===== config.mk =====
export PLATFORM = sky130hd
export DESIGN_NAME = hazard_stall_ctrl_flat
export DESIGN_NICKNAME = d
export VERILOG_FILES = /design/src/rtl/hazard_stall_ctrl_if.sv /design/src/rtl/hazard_stall_ctrl.sv /design/src/flat_wrapper.sv
export SDC_FILE = /design/constraint.sdc
export NUM_CORES = 1
export LEC_CHECK = 0
export ABC_AREA = 1
export BUFFER_PORTS_ARGS = -buffer_cell sky130_fd_sc_hd__buf_2
export CORE_MARGIN = 1
export CORE_UTILIZATION = 46
export CTS_CLUSTER_SIZE = 12
export DETAILED_ROUTE_END_ITERATION = 10
export GPL_ROUTABILITY_DRIVEN = 0
export GPL_TIMING_DRIVEN = 0
export PLACE_DENSITY = 0.84
export SYNTH_ARGS = -nofsm -noshare
export SYNTH_HDL_FRONTEND = slang
export SYNTH_SLANG_ARGS = --single-unit

===== constraint.sdc =====
create_clock -name clk -period 1.6 [get_ports clk]
set_clock_uncertainty 0.15 [all_clocks]
set_input_delay 0.24 -clock clk [delete_from_list [all_inputs] [get_ports clk]]
set_output_delay 0.24 -clock clk [all_outputs]
set_load 0.01 [all_outputs]

===== src/rtl/hazard_stall_ctrl_if.sv =====
// Signal bundle between the pipeline stage registers and the hazard/stall controller.
// The master side drives the decoded stage fields. The slave side is the controller, which returns stall and MD status.
interface hazard_stall_ctrl_if;
    logic [4:0]  D_rs;
    logic [4:0]  D_rt;
    logic [1:0]  D_tuse_rs;
    logic [1:0]  D_tuse_rt;
    logic        D_is_md;
    logic [4:0]  E_a3;
    logic [1:0]  E_tnew;
    logic [4:0]  M_a3;
    logic [1:0]  M_tnew;
    logic        E_md_start;
    logic        E_md_is_div;
    logic        stall;
    logic        md_busy;
    logic [3:0]  md_count;
    logic [15:0] stall_cycles;

    modport master (
        output D_rs, D_rt, D_tuse_rs, D_tuse_rt, D_is_md,
        output E_a3, E_tnew, M_a3, M_tnew, E_md_start, E_md_is_div,
        input  stall, md_busy, md_count, stall_cycles
    );

    modport slave (
        input  D_rs, D_rt, D_tuse_rs, D_tuse_rt, D_is_md,
        input  E_a3, E_tnew, M_a3, M_tnew, E_md_start, E_md_is_div,
        output stall, md_busy, md_count, stall_cycles
    );
endinterface


===== src/rtl/hazard_stall_ctrl.sv =====
// D-stage stall decision for the 5-stage MIPS core: Tuse/Tnew data hazards plus HI/LO busy hazards.
// Also tracks multiply/divide busy time and keeps a saturating count of stalled cycles.
module hazard_stall_ctrl #(
    parameter int MULT_CYCLES = 5,
    parameter int DIV_CYCLES  = 10
) (
    input  logic                 clk,
    input  logic                 reset,
    hazard_stall_ctrl_if.slave   hs
);
    localparam logic [3:0] MULT_LOAD = 4'(MULT_CYCLES);
    localparam logic [3:0] DIV_LOAD  = 4'(DIV_CYCLES);

    logic [3:0]  md_count_q, md_count_d;
    logic [15:0] stall_cycles_q, stall_cycles_d;
    logic        stall_rs, stall_rt, stall_md, stall_int, md_busy_int;

    // A Tuse of 3 means the operand is not read. Register $0 never carries a real dependency.
    always_comb begin
        stall_rs = 1'b0;
        stall_rt = 1'b0;
        if (hs.D_tuse_rs != 2'd3 && hs.D_rs != 5'd0)
            stall_rs = (hs.D_rs == hs.E_a3 && hs.D_tuse_rs < hs.E_tnew) ||
                       (hs.D_rs == hs.M_a3 && hs.D_tuse_rs < hs.M_tnew);
        if (hs.D_tuse_rt != 2'd3 && hs.D_rt != 5'd0)
            stall_rt = (hs.D_rt == hs.E_a3 && hs.D_tuse_rt < hs.E_tnew) ||
                       (hs.D_rt == hs.M_a3 && hs.D_tuse_rt < hs.M_tnew);
    end

    assign md_busy_int = (md_count_q != 4'd0);
    assign stall_md    = hs.D_is_md && (hs.E_md_start || md_busy_int);
    assign stall_int   = !reset && (stall_rs || stall_rt || stall_md);

    // A new start reloads the counter even while the unit is still busy.
    always_comb begin
        md_count_d     = md_count_q;
        stall_cycles_d = stall_cycles_q;
        if (hs.E_md_start)
            md_count_d = hs.E_md_is_div ? DIV_LOAD : MULT_LOAD;
        else if (md_count_q != 4'd0)
            md_count_d = md_count_q - 4'd1;
        if (stall_int && stall_cycles_q != 16'hFFFF)
            stall_cycles_d = stall_cycles_q + 16'd1;
    end

    always_ff @(posedge clk) begin
        if (reset) begin
            md_count_q     <= 4'd0;
            stall_cycles_q <= 16'd0;
        end else begin
            md_count_q     <= md_count_d;
            stall_cycles_q <= stall_cycles_d;
        end
    end

    assign hs.stall        = stall_int;
    assign hs.md_busy      = md_busy_int;
    assign hs.md_count     = md_count_q;
    assign hs.stall_cycles = stall_cycles_q;
endmodule

===== src/flat_wrapper.sv =====
// flat-port wrapper written by rule: the top's interface ports become plain ports
module hazard_stall_ctrl_flat 
#(
    parameter int MULT_CYCLES = 5,
    parameter int DIV_CYCLES  = 10
)
  (clk, reset, hs_D_rs, hs_D_rt, hs_D_tuse_rs, hs_D_tuse_rt, hs_D_is_md, hs_E_a3, hs_E_tnew, hs_M_a3, hs_M_tnew, hs_E_md_start, hs_E_md_is_div, hs_stall, hs_md_busy, hs_md_count, hs_stall_cycles);
  hazard_stall_ctrl_if hs_i ();
  input  logic clk;
  input  logic reset;
  input wire logic [$bits(hs_i.D_rs)-1:0] hs_D_rs;
  input wire logic [$bits(hs_i.D_rt)-1:0] hs_D_rt;
  input wire logic [$bits(hs_i.D_tuse_rs)-1:0] hs_D_tuse_rs;
  input wire logic [$bits(hs_i.D_tuse_rt)-1:0] hs_D_tuse_rt;
  input wire logic [$bits(hs_i.D_is_md)-1:0] hs_D_is_md;
  input wire logic [$bits(hs_i.E_a3)-1:0] hs_E_a3;
  input wire logic [$bits(hs_i.E_tnew)-1:0] hs_E_tnew;
  input wire logic [$bits(hs_i.M_a3)-1:0] hs_M_a3;
  input wire logic [$bits(hs_i.M_tnew)-1:0] hs_M_tnew;
  input wire logic [$bits(hs_i.E_md_start)-1:0] hs_E_md_start;
  input wire logic [$bits(hs_i.E_md_is_div)-1:0] hs_E_md_is_div;
  output wire logic [$bits(hs_i.stall)-1:0] hs_stall;
  output wire logic [$bits(hs_i.md_busy)-1:0] hs_md_busy;
  output wire logic [$bits(hs_i.md_count)-1:0] hs_md_count;
  output wire logic [$bits(hs_i.stall_cycles)-1:0] hs_stall_cycles;
  assign hs_i.D_rs = hs_D_rs;
  assign hs_i.D_rt = hs_D_rt;
  assign hs_i.D_tuse_rs = hs_D_tuse_rs;
  assign hs_i.D_tuse_rt = hs_D_tuse_rt;
  assign hs_i.D_is_md = hs_D_is_md;
  assign hs_i.E_a3 = hs_E_a3;
  assign hs_i.E_tnew = hs_E_tnew;
  assign hs_i.M_a3 = hs_M_a3;
  assign hs_i.M_tnew = hs_M_tnew;
  assign hs_i.E_md_start = hs_E_md_start;
  assign hs_i.E_md_is_div = hs_E_md_is_div;
  assign hs_stall = hs_i.stall;
  assign hs_md_busy = hs_i.md_busy;
  assign hs_md_count = hs_i.md_count;
  assign hs_stall_cycles = hs_i.stall_cycles;
  hazard_stall_ctrl #(.MULT_CYCLES(MULT_CYCLES), .DIV_CYCLES(DIV_CYCLES)) u_core (.clk(clk), .reset(reset), .hs(hs_i));
endmodule

Yosys cells after proc, flatten, opt, wreduce, memory -nomap -nowiden
Cells that the tools add are included.
{"block": "totals", "reg_bits": 20, "latchBits": 0, "ramBits": 0, "mem_bits_ro": 0, "inputBits": 33, "elab_cells": 39, "memories": 0}
{"block": "op_classes", "addsub": 2, "mul": 0, "div_mod_pow": 0, "order_cmp": 4, "n_eq_ne": 7, "shift": 0, "n_mux": 5, "bitwise": 0, "reduce_logical": 19}
{"operator": "$eq A5 B5 Y1", "count": 4}
{"operator": "$add A16 B1 Y16 const B", "count": 1}
{"operator": "$ne A16 B16 Y1 const B", "count": 1}
{"operator": "$mux W4", "count": 3}
{"operator": "$reduce_bool A5 Y1", "count": 2}
{"operator": "$logic_and A1 B1 Y1", "count": 9}
{"operator": "$lt A2 B2 Y1", "count": 4}
{"operator": "$logic_or A1 B1 Y1", "count": 5}
{"operator": "$ne A2 B2 Y1 const B", "count": 2}
{"operator": "$reduce_bool A4 Y1", "count": 1}
{"operator": "$sub A4 B1 Y4 const B", "count": 1}
{"operator": "$mux W1", "count": 2}
{"operator": "$reduce_bool A2 Y1", "count": 1}
{"operator": "$logic_not A1 Y1", "count": 1}

Logic depth before layout (Yosys ltp)
{"block": "depth", "word_depth": 8, "depth_mapped": 15, "ltp_nobuf": 14}

Least setup slack after synthesis
Ideal clock, no wire load.
{"block": "synth_timing", "path_type": "register to output", "start": "register u_core.md_count_q[0] (netlist: u_core.hs.md_count[0])", "end": "output hs_stall", "t_arrival_ns": 1.368, "slack_ns": -0.158, "path_stages_with_launch": 11, "n_path_buf": 1, "path_cell_list": "dfxtp_1 -> inv_1 -> ha_1 -> nand2_1 -> nor2_2 -> inv_2 -> nand2_1 -> nand3_4 -> buf_4 -> nand2_1 -> inv_1"}
{"block": "synth_between", "elab_chain_len": 5}
{"item": "start: declaration", "line_no": "hazard_stall_ctrl.sv:14", "rtl": "logic [3:0] md_count_q, md_count_d;"}
{"item": "start signal: assignment", "line_no": "hazard_stall_ctrl.sv:51", "rtl": "md_count_q <= md_count_d;"}
{"item": "$reduce_bool A4 Y1", "line_no": "hazard_stall_ctrl.sv:30", "rtl": "assign md_busy_int = (md_count_q != 4'd0);"}
{"item": "named net hs_md_busy", "line_no": "flat_wrapper.sv:23", "rtl": "output wire logic [$bits(hs_i.md_busy)-1:0] hs_md_busy;"}
{"item": "$logic_or A1 B1 Y1", "line_no": "hazard_stall_ctrl.sv:31", "rtl": "assign stall_md = hs.D_is_md && (hs.E_md_start || md_busy_int);"}
{"item": "$logic_and A1 B1 Y1", "line_no": "hazard_stall_ctrl.sv:31"}
{"item": "$logic_or A1 B1 Y1", "line_no": "hazard_stall_ctrl.sv:32", "rtl": "assign stall_int = !reset && (stall_rs || stall_rt || stall_md);"}
{"item": "$logic_and A1 B1 Y1", "line_no": "hazard_stall_ctrl.sv:32"}
{"item": "end: declaration", "line_no": "flat_wrapper.sv:22", "rtl": "output wire logic [$bits(hs_i.stall)-1:0] hs_stall;"}
The timed path passes the listed nets, and every way through them passes these cells.

Worst setup path after layout
{"block": "layout_timing", "start": "input hs_E_tnew[1]", "end": "output hs_stall"}
{"block": "layout_between", "elab_chain_len": 7}
{"item": "start: declaration", "line_no": "flat_wrapper.sv:17", "rtl": "input wire logic [$bits(hs_i.E_tnew)-1:0] hs_E_tnew;"}
{"item": "$lt A2 B2 Y1 (on tied branches)", "line_no": "hazard_stall_ctrl.sv:23, hazard_stall_ctrl.sv:26"}
{"item": "$logic_and A1 B1 Y1 (on tied branches)", "line_no": "hazard_stall_ctrl.sv:23, hazard_stall_ctrl.sv:26"}
{"item": "$logic_or A1 B1 Y1 (on tied branches)", "line_no": "hazard_stall_ctrl.sv:23, hazard_stall_ctrl.sv:26"}
{"item": "$mux W1 (on tied branches)", "line_no": "hazard_stall_ctrl.sv:22, hazard_stall_ctrl.sv:25"}
{"item": "$logic_or A1 B1 Y1 (*) (2 in a row)", "line_no": "hazard_stall_ctrl.sv:32"}
{"item": "$logic_and A1 B1 Y1 (*)", "line_no": "hazard_stall_ctrl.sv:32"}
Every way passes the cells marked *; elsewhere a longest branch is shown, timed or not.

==> impl_metrics.prom <==
# TYPE chip_impl_metric gauge
chip_impl_metric{name="timing.final.ws_setup",unit="ns"} -0.257
chip_impl_metric{name="timing.max_slew.rel_slack",unit=""} 0.775
chip_impl_metric{name="numCtsBuffers",unit=""} 3
chip_impl_info{name="layout_common_cells",value="nand2_1 (82), buf_2 (51), inv_1 (40)"} 1
chip_impl_info{name="startpoint",value="hs_E_tnew[1]"} 1
chip_impl_metric{name="yosys_register_bits",unit=""} 20
chip_impl_info{name="timing.rr.start",value="u_core.hs.stall_cycles[0]$_SDFFE_PP0P_"} 1
chip_impl_metric{name="report.final.hold_viol_count",unit=""} 0
chip_impl_metric{name="firstDrtPassIters",unit=""} 4
chip_impl_metric{name="yosys_warnings",unit=""} 0
chip_impl_metric{name="die_ar",unit="µm²"} 3990
chip_impl_metric{name="seq_power_share",unit=""} 0.372
chip_impl_info{name="violated_checks",value="setup timing"} 1
chip_impl_metric{name="port_buffers",unit=""} 54
chip_impl_metric{name="vias_per_cell",unit=""} 5.21
chip_impl_metric{name="die_height",unit="µm"} 63.1
chip_impl_info{name="critical_path.startpoint_type",value="input pin"} 1
chip_impl_metric{name="clock_transition_at_path_regs",unit="ns"} 0.07
chip_impl_metric{name="postSynthCellCount",unit=""} 297
chip_impl_metric{name="cp_max_fo",unit=""} 2
chip_impl_metric{name="layout.core_utilization",unit=""} 0.747
chip_impl_info{name="holdCritPathClass",value="in -> reg"} 1
chip_impl_info{name="crit_path_end_kind",value="output pin"} 1
chip_impl_metric{name="n_fill_cell",unit=""} 276
chip_impl_metric{name="design.core.area",unit="µm²"} 3470
chip_impl_metric{name="detail-route-antenna-nets",unit=""} 0
chip_impl_info{name="rsz0062_at_grt",value="yes"} 1
chip_impl_metric{name="antenna_cells",unit=""} 0
chip_impl_info{name="holdCritStartpoint",value="reset"} 1
chip_impl_info{name="crit_end",value="hs_stall"} 1
chip_impl_metric{name="grt_start_max_net_pins",unit=""} 11
chip_impl_metric{name="timing.reg2reg.setup_slack",unit="ns"} -0.18
chip_impl_metric{name="p_comb_frac",unit=""} 0.404
chip_impl_metric{name="clock_tree.buffer_depth",unit=""} 2
chip_impl_info{name="reg2reg_end",value="u_core.hs.stall_cycles[2]$_SDFFE_PP0P_"} 1
chip_impl_metric{name="avgRoutedWirePerCell",unit="µm"} 13.1
chip_impl_metric{name="ios",unit=""} 55
chip_impl_metric{name="drtIter0Drc",unit=""} 167
chip_impl_metric{name="number_of_max_slew_violations_in_the_final_report",unit=""} 0
chip_impl_metric{name="clkSinkCount",unit=""} 20
chip_impl_metric{name="cts.htree.levels",unit=""} 1
chip_impl_metric{name="sw_frac_of_total",unit=""} 0.344
chip_impl_info{name="timing_worst_setup_path_type",value="in -> out"} 1
chip_impl_metric{name="track_usage",unit=""} 0.270
chip_impl_metric{name="initial_core_util",unit=""} 0.496
chip_impl_metric{name="dieWidth",unit="µm"} 63.1
chip_impl_metric{name="post_synth_num_cell_types",unit=""} 29
chip_impl_metric{name="arrival_time_of_data_at_the_critical_path_endpoint",unit="ns"} 1.47
chip_impl_metric{name="netSwitchingPower",unit="mW"} 0.518
chip_impl_info{name="layout_commonest_cell",value="nand2_1"} 1
chip_impl_metric{name="initial_antenna_violation_count",unit=""} 0
chip_impl_metric{name="insertion_delay",unit="ns"} 0.26
chip_impl_metric{name="tightest_slew",unit="ns"} 0.337
chip_impl_metric{name="final_net_count",unit=""} 421
chip_impl_metric{name="timing.reg2reg.worst_path_depth",unit=""} 11
chip_impl_info{name="status",value="complete, but fails checks"} 1
chip_impl_metric{name="place_hpwl",unit="mm"} 3.27
chip_impl_metric{name="drv_cap",unit=""} 0
chip_impl_metric{name="achievable-frequency",unit="GHz"} 0.538
chip_impl_metric{name="share_of_final_layout_standard_cells_stronger_than_drive_strength_1",unit=""} 0.430
chip_impl_metric{name="finalCritPeriodShare",unit=""} 1.16
chip_impl_metric{name="netlist_area",unit="µm²"} 1720
chip_impl_metric{name="power.internal",unit="mW"} 0.987
chip_impl_info{name="cts_root_buf",value="clkbuf_8"} 1
chip_impl_info{name="cts_tree",value="yes"} 1
chip_impl_metric{name="power.density",unit="nW/µm²"} 581
chip_impl_metric{name="design_power_total",unit="mW"} 1.51
chip_impl_metric{name="synth_fp_nets",unit=""} 337
chip_impl_metric{name="row_count",unit=""} 21
chip_impl_metric{name="post_synth.cell_area_avg",unit="µm²"} 5.79
chip_impl_metric{name="dr_vias",unit=""} 2213
chip_impl_metric{name="number_of_global_route_vias_before_repair",unit=""} 2073
chip_impl_metric{name="crit_required",unit="ns"} 1.21
chip_impl_metric{name="wire_length_of_the_first_global_routing_pass",unit="mm"} 8.74
chip_impl_metric{name="fin_crit",unit="ns"} 1.86
chip_impl_metric{name="grt-ovfl-total",unit=""} 0
chip_impl_metric{name="setup_viol_count_final",unit=""} 17
chip_impl_metric{name="route.final.wire_length",unit="mm"} 5.55
chip_impl_metric{name="power.leakage",unit="nW"} 1.38
chip_impl_metric{name="ys_seq_area_frac",unit=""} 0.233
chip_impl_metric{name="post-route-drc-count",unit=""} 0
chip_impl_metric{name="area_delta_synth_final",unit="%"} 50.7
chip_impl_metric{name="clkPwrFrac",unit=""} 0.224
chip_impl_metric{name="worst_ir_drop_vdd",unit="µV"} 716
## power by group through the flow
| stage | Clock [mW] | Sequential (mW) | Combinational, mW |
|---|---|---|---|
| 6_report | 0.337 | 0.560 | 0.609 |
| 5_1_grt | 0.364 | 0.564 | 0.667 |
| 4_1_cts | 0.335 | 0.555 | 0.561 |
| 3_5_place_dp | 0 | 0.571 | 0.400 |
| 3_3_place_gp | 0 | 0.570 | 0.392 |
| 2_1_floorplan | 0 | 0.577 | 0.249 |
## cell type report
cell class | instances | area, µm² | share of cell area
Multi-Input combinational cell | 217 | 1320 | 0.509
Timing Repair Buffer | 79 | 488 | 0.188
Sequential cell | 20 | 423 | 0.163
Inverter | 56 | 218 | 0.0840
Tap cell | 46 | 57.6 | 0.0222
Buffer | 4 | 45.0 | 0.0174
Clock buffer | 3 | 41.3 | 0.0159
## routing by layer
metal	wire [µm]	GRT usage	vias up
li1	-	-	1093
met1	2190	0.311	1016
met2	2920	0.485	89
met3	325	0.0634	15
met4	110	0.0843	0
met5	0	0	-
## stage by stage
step	setup TNS, ns	cell area, µm²	setup slack (ns)	hold WS (ns)	instances
floorplan	-0.350	1760	-0.0851	0.162	297
CTS	-0.971	2460	-0.262	0.0688	421
global route	-3.75	2590	-0.330	0.0790	425
global placement	-3.24	2090	-0.307	0.345	397
detailed placement	-3.76	2090	-0.350	0.345	397
finish	-2.02	2590	-0.257	0.0696	425
## sequential cells by signal, summed over array words and instances (netlist names)
signal / count
u_core.hs.stall_cycles: 16
u_core.hs.md_count: 4
## repair_timing
item / 4_1_cts / 5_1_grt
hold endpoints to repair: 0 / 0
gates cloned: 1 / 0
hold buffers: 0 / 0
pin swaps: 34 / 28
resized for setup: 47 / 35
setup endpoints to repair: 17 / 19
setup buffers: 20 / 6
## cells by family (layout without fill, tap and decap cells)
kind of cell / Yosys count / in the layout / synth area share
AOI/OAI and AO/OA: 27 / 27 / 0.0902
adders and majority gates: 7 / 7 / 0.0509
and+or+nand+nor: 178 / 178 / 0.456
DFF: 20 / 20 / 0.233
xor gates and xnor gates: 5 / 5 / 0.0255
buffers and inverters: 60 / 142 / 0.144
## Yosys cell counts, drive strengths merged
cell	instances	area, µm²
nor3	9	71.3
ha	7	87.6
nor2	39	149
buf	4	37.5
a21oi	11	55.1
inv	55	206
clkinv	1	3.75
nand3	26	148
o21ai	10	50.0
nor3b	1	7.51
o21bai	2	15.0
dfxtp	20	400
nand4	5	31.3
xnor2	1	8.76
or2	2	12.5
nand2	96	365
xor2	4	35.0
a21boi	2	15.0
a2111oi	1	8.76
o2111a	1	11.3
## worst min path at each step
stage / to / slack (ns) / cells after the start
global placement: u_core.hs.stall_cycles[11]$_SDFFE_PP0P_ / 0.35 / 2
floorplan: u_core.hs.stall_cycles[10]$_SDFFE_PP0P_ / 0.16 / 1
global route: u_core.hs.stall_cycles[15]$_SDFFE_PP0P_ / 0.08 / 2
CTS: u_core.hs.stall_cycles[10]$_SDFFE_PP0P_ / 0.07 / 2
finish: u_core.hs.stall_cycles[10]$_SDFFE_PP0P_ / 0.07 / 2
detailed placement: u_core.hs.stall_cycles[10]$_SDFFE_PP0P_ / 0.34 / 2
## critical path: stages
cell      delay [ns]
buf_6           0.08
inv_4           0.04
ha_4            0.25
a21boi_4        0.16
nor2_1          0.05
nand3_1         0.09
nand2_1         0.07
nand2_2         0.08
nand3_4         0.08
buf_6           0.12
nand2_2         0.04
inv_1           0.03
buf_2           0.12
No activity file was read; power rests on OpenSTA's default activity.
